===== config.mk =====
export PLATFORM = sky130hd
export DESIGN_NAME = shift_add_mult_ctrl_flat
export DESIGN_NICKNAME = d
export VERILOG_FILES = /design/src/rtl/shift_add_mult_ctrl_if.sv /design/src/rtl/shift_add_mult_ctrl.sv /design/src/flat_wrapper.sv
export SDC_FILE = /design/constraint.sdc
export NUM_CORES = 1
export LEC_CHECK = 0
export BUFFER_PORTS_ARGS = -buffer_cell sky130_fd_sc_hd__buf_2
export CAP_MARGIN = 15
export CORE_AREA = 2 2 39 41
export CTS_CLUSTER_DIAMETER = 150
export DETAILED_ROUTE_END_ITERATION = 10
export DIE_AREA = 0 0 41 43
export HOLD_SLACK_MARGIN = 0.03
export PLACE_DENSITY = 0.59
export SYNTH_ARGS = -nofsm -noshare
export SYNTH_HDL_FRONTEND = slang
export SYNTH_SLANG_ARGS = --single-unit

===== constraint.sdc =====
create_clock -name clk -period 1.81 [get_ports clk]
set_clock_uncertainty 0.15 [all_clocks]
set_input_delay 0.181 -clock clk [delete_from_list [all_inputs] [get_ports clk]]
set_output_delay 0.181 -clock clk [all_outputs]
set_load 0.03 [all_outputs]

===== src/rtl/shift_add_mult_ctrl_if.sv =====
// Control bundle between the shift-and-add sequencer and its datapath.
// slave: sequencer side (start/b_lsb in, controls out); master: datapath side.
interface shift_add_mult_ctrl_if;
  logic       start;
  logic       b_lsb;
  logic       clr_out;
  logic       ld_A;
  logic       ld_B;
  logic       add_en;
  logic [1:0] sh_ctrl;
  logic       ld_out;
  logic       busy;
  logic       done;
`ifdef SHIFT_ADD_MULT_ABORT_EN
  logic       abort;
  logic       aborted;

  modport master (
    output start, b_lsb, abort,
    input  clr_out, ld_A, ld_B, add_en,
    input  sh_ctrl, ld_out, busy, done,
    input  aborted
  );

  modport slave (
    input  start, b_lsb, abort,
    output clr_out, ld_A, ld_B, add_en,
    output sh_ctrl, ld_out, busy, done,
    output aborted
  );
`else
  modport master (
    output start, b_lsb,
    input  clr_out, ld_A, ld_B, add_en,
    input  sh_ctrl, ld_out, busy, done
  );

  modport slave (
    input  start, b_lsb,
    output clr_out, ld_A, ld_B, add_en,
    output sh_ctrl, ld_out, busy, done
  );
`endif
endinterface


===== src/rtl/shift_add_mult_ctrl.sv =====
// Shift-and-add multiplier sequencer: clear, load, WIDTH add/shift steps, store, done.
// Ports: clk; rst (async, active-low); bus (slave): start, b_lsb in;
//   clr_out, ld_A, ld_B, add_en, sh_ctrl, ld_out, busy, done out.
//   SHIFT_ADD_MULT_ABORT_EN adds abort in / aborted out and an ABORT state.
module shift_add_mult_ctrl #(
  parameter int WIDTH = 4,
  parameter int CNT_W = 3
) (
  input  logic                 clk,
  input  logic                 rst,
  shift_add_mult_ctrl_if.slave bus
);

  typedef enum logic [2:0] {
    IDLE  = 3'd0,
    INIT  = 3'd1,
    LOAD  = 3'd2,
    ADD   = 3'd3,
    SHIFT = 3'd4,
    STORE = 3'd5,
    DONE  = 3'd6
`ifdef SHIFT_ADD_MULT_ABORT_EN
    ,
    ABORT = 3'd7
`endif
  } state_t;

  state_t           state;
  state_t           state_n;
  logic [CNT_W-1:0] cnt;
  logic [CNT_W-1:0] cnt_n;
  logic             last;

  logic       clr;
  logic       ld;
  logic       add;
  logic [1:0] sh;
  logic       ldo;
  logic       dn;
`ifdef SHIFT_ADD_MULT_ABORT_EN
  logic       abt;
`endif

  assign last = (cnt == CNT_W'(WIDTH - 1));

  always_ff @(posedge clk or negedge rst) begin
    if (!rst) begin
      state <= IDLE;
      cnt   <= '0;
    end else begin
      state <= state_n;
      cnt   <= cnt_n;
    end
  end

  always_comb begin
    state_n = state;
    cnt_n   = cnt;
    clr     = 1'b0;
    ld      = 1'b0;
    add     = 1'b0;
    sh      = 2'b00;
    ldo     = 1'b0;
    dn      = 1'b0;
`ifdef SHIFT_ADD_MULT_ABORT_EN
    abt     = 1'b0;
`endif
    unique case (state)
      IDLE: begin
        if (bus.start) state_n = INIT;
      end
      INIT: begin
        clr     = 1'b1;
        state_n = LOAD;
      end
      LOAD: begin
        ld      = 1'b1;
        cnt_n   = '0;
        state_n = ADD;
      end
      ADD: begin
        add     = bus.b_lsb;
        state_n = SHIFT;
      end
      SHIFT: begin
        sh      = 2'b01;
        cnt_n   = cnt + CNT_W'(1);
        state_n = last ? STORE : ADD;
      end
      STORE: begin
        ldo     = 1'b1;
        state_n = DONE;
      end
      DONE: begin
        dn      = 1'b1;
        state_n = IDLE;
      end
`ifdef SHIFT_ADD_MULT_ABORT_EN
      ABORT: begin
        clr     = 1'b1;
        abt     = 1'b1;
        state_n = IDLE;
      end
`endif
      default: begin
        state_n = IDLE;
      end
    endcase
`ifdef SHIFT_ADD_MULT_ABORT_EN
    // Abort overrides every normal transition once an op is in flight.
    if (bus.abort && state != IDLE && state != DONE) begin
      state_n = ABORT;
    end
`endif
  end

  assign bus.clr_out = clr;
  assign bus.ld_A    = ld;
  assign bus.ld_B    = ld;
  assign bus.add_en  = add;
  assign bus.sh_ctrl = sh;
  assign bus.ld_out  = ldo;
  assign bus.done    = dn;
  assign bus.busy    = (state != IDLE);
`ifdef SHIFT_ADD_MULT_ABORT_EN
  assign bus.aborted = abt;
`endif

endmodule


===== src/flat_wrapper.sv =====
// flat-port wrapper written by rule: the top's interface ports become plain ports
module shift_add_mult_ctrl_flat 
#(
  parameter int WIDTH = 4,
  parameter int CNT_W = 3
)
  (clk, rst, bus_start, bus_b_lsb, bus_clr_out, bus_ld_A, bus_ld_B, bus_add_en, bus_sh_ctrl, bus_ld_out, bus_busy, bus_done);
  shift_add_mult_ctrl_if bus_i ();
  input  logic clk;
  input  logic rst;
  input wire logic [$bits(bus_i.start)-1:0] bus_start;
  input wire logic [$bits(bus_i.b_lsb)-1:0] bus_b_lsb;
  output wire logic [$bits(bus_i.clr_out)-1:0] bus_clr_out;
  output wire logic [$bits(bus_i.ld_A)-1:0] bus_ld_A;
  output wire logic [$bits(bus_i.ld_B)-1:0] bus_ld_B;
  output wire logic [$bits(bus_i.add_en)-1:0] bus_add_en;
  output wire logic [$bits(bus_i.sh_ctrl)-1:0] bus_sh_ctrl;
  output wire logic [$bits(bus_i.ld_out)-1:0] bus_ld_out;
  output wire logic [$bits(bus_i.busy)-1:0] bus_busy;
  output wire logic [$bits(bus_i.done)-1:0] bus_done;
  assign bus_i.start = bus_start;
  assign bus_i.b_lsb = bus_b_lsb;
  assign bus_clr_out = bus_i.clr_out;
  assign bus_ld_A = bus_i.ld_A;
  assign bus_ld_B = bus_i.ld_B;
  assign bus_add_en = bus_i.add_en;
  assign bus_sh_ctrl = bus_i.sh_ctrl;
  assign bus_ld_out = bus_i.ld_out;
  assign bus_busy = bus_i.busy;
  assign bus_done = bus_i.done;
  shift_add_mult_ctrl #(.WIDTH(WIDTH), .CNT_W(CNT_W)) u_core (.clk(clk), .rst(rst), .bus(bus_i));
endmodule

==> results, run 1 <==
- The clock root buffer is clkbuf_4.
- The flop-to-flop setup slack is 330 ps.
- The antenna cell count is 0.
- The post-CTS clock slew at the launch and capture registers of the worst setup and hold paths is 50 ps.
- In this run the worst path has a maximum fanout of 15.
- The floorplan die area is 1760 µm².
- The clock net in this run drives a total of 6 sinks.
- The number of warning messages in the yosys log is 0.
- The routed wirelength normalized by instance count is ~11 µm.
- The layout cell share with drive strength beyond 1 is 30.8%.
- The most critical setup path has its endpoint at bus_busy.
- Routability-driven placement finished with a final weighted congestion of approximately 0.60.
- The startpoint of the most critical register-to-register path is u_core.cnt[0].
- The average size of a mapped cell is between 9 and 10 µm².
- The DRC violation count after routing is 0.
- The flow ran to the end, and the final reports show no timing, DRC or antenna violations.
- The final-report max-slew violation count is 0.
- The predominant post-synthesis flop cell is dfrtp_1.
- The synthesis-to-layout area growth is 18.0%.
- The clock buffer count from CTS is 3.
- The insertion delay to the later sink of the worst-skew pair is 240 ps.
- Tracing the worst setup path back leads to its startpoint at u_core.state[0].
- After floorplanning, the core was divided into 14 placement rows.
- TritonCTS built the clock tree.
- Entering global routing, the biggest net connects 20 pins.
- The via count of the first global-routing pass is between 200 and 250.
- The clock passes through at most 2 buffers.
- The total congestion overflow after global routing is 0.
- The initial antenna violation count was 0.
- The first global-routing pass estimated roughly 1.1 mm of wire.
- The largest individual stage delay along the critical path comes from the cell dfrtp_1.
- The worst setup path is captured at an output port.
- The async set-or-reset flop fraction in the synthesized netlist is 100%.
- For the worst flop-to-flop path, the logic depth is 4.
- The vertical die dimension is approximately 43 µm.
- The tool flagged a number of max-cap violations equal to 0.
- Setup repair after global routing left no endpoint under its margin.
- Summed over all failing endpoints, the final setup total negative slack is 0 ps.
- After detailed routing, the number of vias per cell comes to between 4 and 5.
- The die boundary width is 41 µm.
- The net count after synthesis is just under 50.
- The number of buffers and inverters on the critical path is 1.
- The total of flip-flops plus latches after synthesis is 6.
- Among cell families on the critical path, the largest total delay comes from flip-flops.
- The count of nets left with antenna violations after detail routing is 0.
- The count of input and output buffers is 11.
- STA puts the critical path data arrival time at between 1000 and 1500 ps.
- The critical path crosses 2 cells after its start point.
- The final clock period utilization by the worst path is 91.7%.
- The gate count of the mapped netlist is 43.
- Sorting the synthesized cells by area gives the leading types as dfrtp_1, nor3b_1, a211o_1.
- The startpoint-to-endpoint class of the critical path is flip-flop to output port.
- The number of different library cells used by synthesis comes to 22.
- In this run, synthesis inferred 0 flip-flops with an integrated enable.
- The smallest clock period supported by the final layout is computed as 1660 ps.
- Of all cell types, the one taking the most synthesized area is dfrtp_1.
- The net total in the final layout is 60.
- The worst register-to-register path ends at u_core.cnt[2].
- For this design the top-level I/O count stands at 13.
- The all-layer global routing usage is between 9 and 10%.
- STA classifies the critical path startpoint as a flip-flop.
- The initial cell density of the core is 30.1%.
- The signal on the critical path passes through or3_1 -> buf_2.
- In this run the static leakage power is roughly 0.25 nW.
- After synthesis, flip-flops and latches occupy 36.0% of the total area.
- Power spread over the standard cell area amounts to approximately 1700 nW/µm².
- The count of buffers added by post-CTS timing repair for setup is 0.
- Setup violations remaining at the end of the flow were counted as 0.
- The number of optimization iterations in the first detailed-route pass is 2.
- Cells fill between 30 and 40% of the core in the end.
- The H-tree depth is 1.
- The starting DRC count in detailed routing is 3.
- The min-delay analysis places its worst path in the category input port to async pin.
- The worst supply voltage drop on vdd is 0.458 mV.
- The final wirelength is ~730 µm.
- Timing would allow up to between 600 and 700 MHz.
- The required time of the critical path is 1480 ps.
- The cell area that synthesis handed to floorplanning was 417 µm².
- The total count of hold-check failures in the final report was 0.
- The share of Yosys cell area claimed by the top area cell type is a little over a third.
- The core region is about 1400 µm².
- The via count of the routed design is 333.
- In this design, the stage delay of the slowest critical-path cell is about 520 ps.
## layout make-up
class	instances	area, µm²
Fill cell	161	892
Multi-Input combinational cell	29	219
Sequential cell	6	151
Timing Repair Buffer	13	75.1
Clock buffer	3	22.5
Tap cell	16	20.0
Inverter	1	3.75
## power by group
part | switching, mW | internal [mW] | leakage (nW)
clock | 0.0457 | 0.0748 | 0.0138
combinational | 0.228 | 0.168 | 0.162
sequential | 0.137 | 0.185 | 0.0763
total | 0.410 | 0.428 | 0.252
## repair_timing
| action | 4_1_cts | 5_1_grt |
|---|---|---|
| resized for setup | 0 | 1 |
| hold buffers | 2 | 0 |
| endpoints found under the hold margin | 7 | 0 |
| endpoints found under the setup margin | 0 | 1 |
## cell usage after synthesis (2+ instances only)
| cell type | number |
|---|---|
| a211o_1 | 3 |
| ha_1 | 2 |
| nor3b_1 | 6 |
| buf_4 | 3 |
| o21ai_0 | 3 |
| buf_2 | 3 |
| dfrtp_1 | 6 |
| nor4b_1 | 2 |
| nor2_1 | 2 |
## per-layer routing
metal | wire, µm | vias to the layer above | track usage [%]
met5 | 0 | - | 0
li1 | - | 170 | -
met2 | 341 | 3 | 10.0
met4 | 0 | 0 | 6.00
met3 | 24 | 0 | 4.71
met1 | 368 | 160 | 13.8
## state kept, by name, summed over array words and instances, names as in the netlist
name / count
u_core.state: 3
u_core.cnt: 3
## cells in the final DEF (no fill, tap or decap), drive strengths merged, types with 2 or more instances in the layout
cell type    instances
buf                 11
nor3b                6
dfrtp                6
o21ai                3
a211o                3
clkbuf               3
nor2                 2
nor4b                2
ha                   2
dlygate4sd3          2
## how the worst min path moves through the flow
stage                           end  slack [ps]  startpoint  cells past startpoint
detailed placement    u_core.cnt[2]        -140         rst                      1
floorplan             u_core.cnt[0]        -260         rst                      0
global route        u_core.state[2]         160         rst                      2
CTS                   u_core.cnt[0]         140         rst                      2
finish                u_core.cnt[0]         150         rst                      2
global placement      u_core.cnt[1]        -130         rst                      1
## cells by family after synthesis
logic type / synth area share (%)
AND/OR/NAND/NOR: 30.6
buffers and inverters: 12.6
other: 0.900
adder cells (fa/ha/maj): 6.01
flip-flops: 36.0
AO/OA/AOI/OAI: 13.8
## per-stage QoR
step                cells  cell area [µm²]  total power [mW]  hold slack, ps  setup WS, ps
detailed placement     63              448             0.716            -137           338
global placement       63              448             0.704            -135           354
CTS                    68              490             0.844             143          69.6
floorplan              43              422             0.675            -265          79.0
finish                 68              492             0.838             147           150
global route           68              492             0.908             162          40.0
(Power assumes the default switching activity.)
==> run 2, diff against run 1 <==
--- a/config.mk
+++ b/config.mk
@@ -13,6 +13,7 @@
 export DIE_AREA = 0 0 41 43
 export HOLD_SLACK_MARGIN = 0.03
 export PLACE_DENSITY = 0.59
+export RECOVER_POWER = 25
 export SYNTH_ARGS = -nofsm -noshare
 export SYNTH_HDL_FRONTEND = slang
 export SYNTH_SLANG_ARGS = --single-unit
==> results, run 2 (synthesized netlist as in run 1, its figures left out) <==
- The number of vias per cell after detailed routing is 4.90 (unchanged).
- The final wirelength is 734 µm (unchanged).
- The final estimated routing congestion in global placement is 0.598 (unchanged).
- The required time of the critical path came to 1480 ps (about the same).
- The worst-path maximum fanout came to 15 (unchanged).
- The startpoint of the most critical register-to-register path is u_core.cnt[0] (unchanged).
- The power per cell area is 1710 nW/µm² (was 1700 nW/µm²).
- The vertical die dimension is 43 µm (unchanged).
- The H-tree depth came to 1 (unchanged).
- The global-route wire length before repair is 1.08 mm (unchanged).
- Largest regs: u_core.cnt (3), u_core.state (3) (unchanged).
- The classification of the worst-slack hold path is input port to async pin (unchanged).
- Outcome: finished clean (unchanged).
- The count of nets left with antenna violations after detail routing is 0 (unchanged).
- The insertion delay to the later sink of the worst-skew pair is 240 ps (about the same).
- The maximum number of pins on one net before global-route repair came to 20 (unchanged).
- The clock buffer count from CTS came to 3 (unchanged).
- The total of endpoints with negative setup slack in the final report was 0 (unchanged).
- The placeable core region was 1380 µm² (unchanged).
- The final clock period utilization by the worst path is 91.7% (about the same).
- The die boundary width is 41 µm (unchanged).
- The via count of the first global-routing pass is 247 (unchanged).
- The starting DRC count in detailed routing was 3 (unchanged).
- The final-report max-slew violation count is 0 (unchanged).
- The synthesis-to-layout area growth is 17.7% (was 18.0%).
- The number of optimization iterations in the first detailed-route pass was 2 (unchanged).
- The arrival time of the worst setup path is 1330 ps (about the same).
- The row count is 14 (unchanged).
- The all-layer global routing usage was 9.29% (unchanged).
- The setup TNS after final layout is 0 ps (unchanged).
- The leakage power of the design is 0.249 nW (was 0.252 nW).
- The number of max-cap violations is 0 (unchanged).
- The destination of the worst register-to-register timing path is u_core.cnt[2] (unchanged).
- Top library cells by usage in the layout, fill and taps aside: buf_2, nor3b_1, dfrtp_1 (unchanged).
- The routed wirelength normalized by instance count is 10.8 µm (unchanged).
- The critical path launch point type is a flip-flop (unchanged).
- The antenna cell count is 0 (unchanged).
- The initial cell density of the core is 30.1% (unchanged).
- The net total in the final layout is 60 (unchanged).
- The maximum number of buffers from clock root to sink is 2 (unchanged).
- The startpoint-to-endpoint class of the critical path is flip-flop to output port (unchanged).
- The floorplan die area is 1760 µm² (unchanged).
- The total power is 837 µW (was 838 µW).
- The count of buffers added by post-CTS timing repair for setup is 0 (unchanged).
- The clock root buffer is clkbuf_4 (unchanged).
- The layout cell share with drive strength beyond 1 came to 28.8% (was 30.8%).
- The initial antenna violation count was 0 (unchanged).
- The DRC violation count after routing came to 0 (unchanged).
- The most frequent standard cell in the layout excluding fill and tap cells was buf_2 (unchanged).
- The TritonCTS clock tree was yes (unchanged).
- The kind of end point of the critical path is an output port (unchanged).
- The worst slack at placement is 338 ps (unchanged).
- The total count of hold-check failures in the final report is 0 (unchanged).
- The count of clock tree sinks is 6 (unchanged).
- The total congestion overflow after global routing came to 0 (unchanged).
- The worst supply voltage drop on vdd is 0.458 mV (about the same).
- The worst reg-to-reg path cell count is 4 (unchanged).
- The time the final worst path needs with I/O delays and setup is 1660 ps (about the same).
- The flop-to-flop setup slack is 330 ps (about the same).
- The count of pins on the block boundary came to 13 (unchanged).
- The post-CTS clock slew at the launch and capture registers of the worst setup and hold paths is 50 ps (about the same).
- The final core area utilization is 35.4% (was 35.5%).
- The count of input and output buffers is 11 (unchanged).
- The via count of the routed design is 333 (unchanged).
- The highest clock frequency the design can meet is 603 MHz (about the same).
- The worst setup margin came to 151 ps (was 150 ps).
- Unrepaired setup endpoints after global routing: no (unchanged).
-- run 2: per-layer routing --
layer / track usage, % / vias up / wire length, µm
met2: 10.0 / 3 / 341
met4: 6.00 / 0 / 0
met5: 0 / - / 0
met1: 13.8 / 160 / 368
met3: 4.71 / 0 / 24
li1: - / 170 / -
-- run 2: area by class of cell --
type,count,area [µm²]
fill,161,893
multi-input combinational,29,219
sequential,6,151
timing repair buffer,13,73.8
clock buffer,3,22.5
tap,16,20.0
inverter,1,3.75
-- run 2: critical path, cell delays in order (launching register included) --
cell and delay, ps:
dfrtp_1 520, or3_1 390, buf_2 180
-- run 2: where the power goes --
group	switching [mW]	internal, mW
clock network	0.0457	0.0748
registers	0.137	0.185
logic	0.228	0.168
total	0.410	0.427
-- run 2: repair_timing --
action	CTS	global route
endpoints found under the setup margin	0	1
hold buffers	2	0
gates resized for setup	0	1
endpoints found under the hold margin	7	0
-- run 2: worst max path at each step --
stage	cells after the start	slack (ps)	startpoint	end
after floorplan	3	80	u_core.state[1]	bus_clr_out
after global placement	2	350	u_core.state[1]	bus_busy
after detailed placement	2	340	u_core.state[1]	bus_busy
after CTS	2	70	u_core.state[1]	bus_busy
after global routing	2	40	u_core.state[2]	bus_busy
final	2	150	u_core.state[0]	bus_busy
-- run 2: per-stage QoR --
step	hold WS, ps	instance area (µm²)	cells
after global routing	235	490	68
after floorplan	-265	422	43
after detailed placement	-137	448	63
final	202	490	68
after global placement	-135	448	63
after CTS	143	490	68
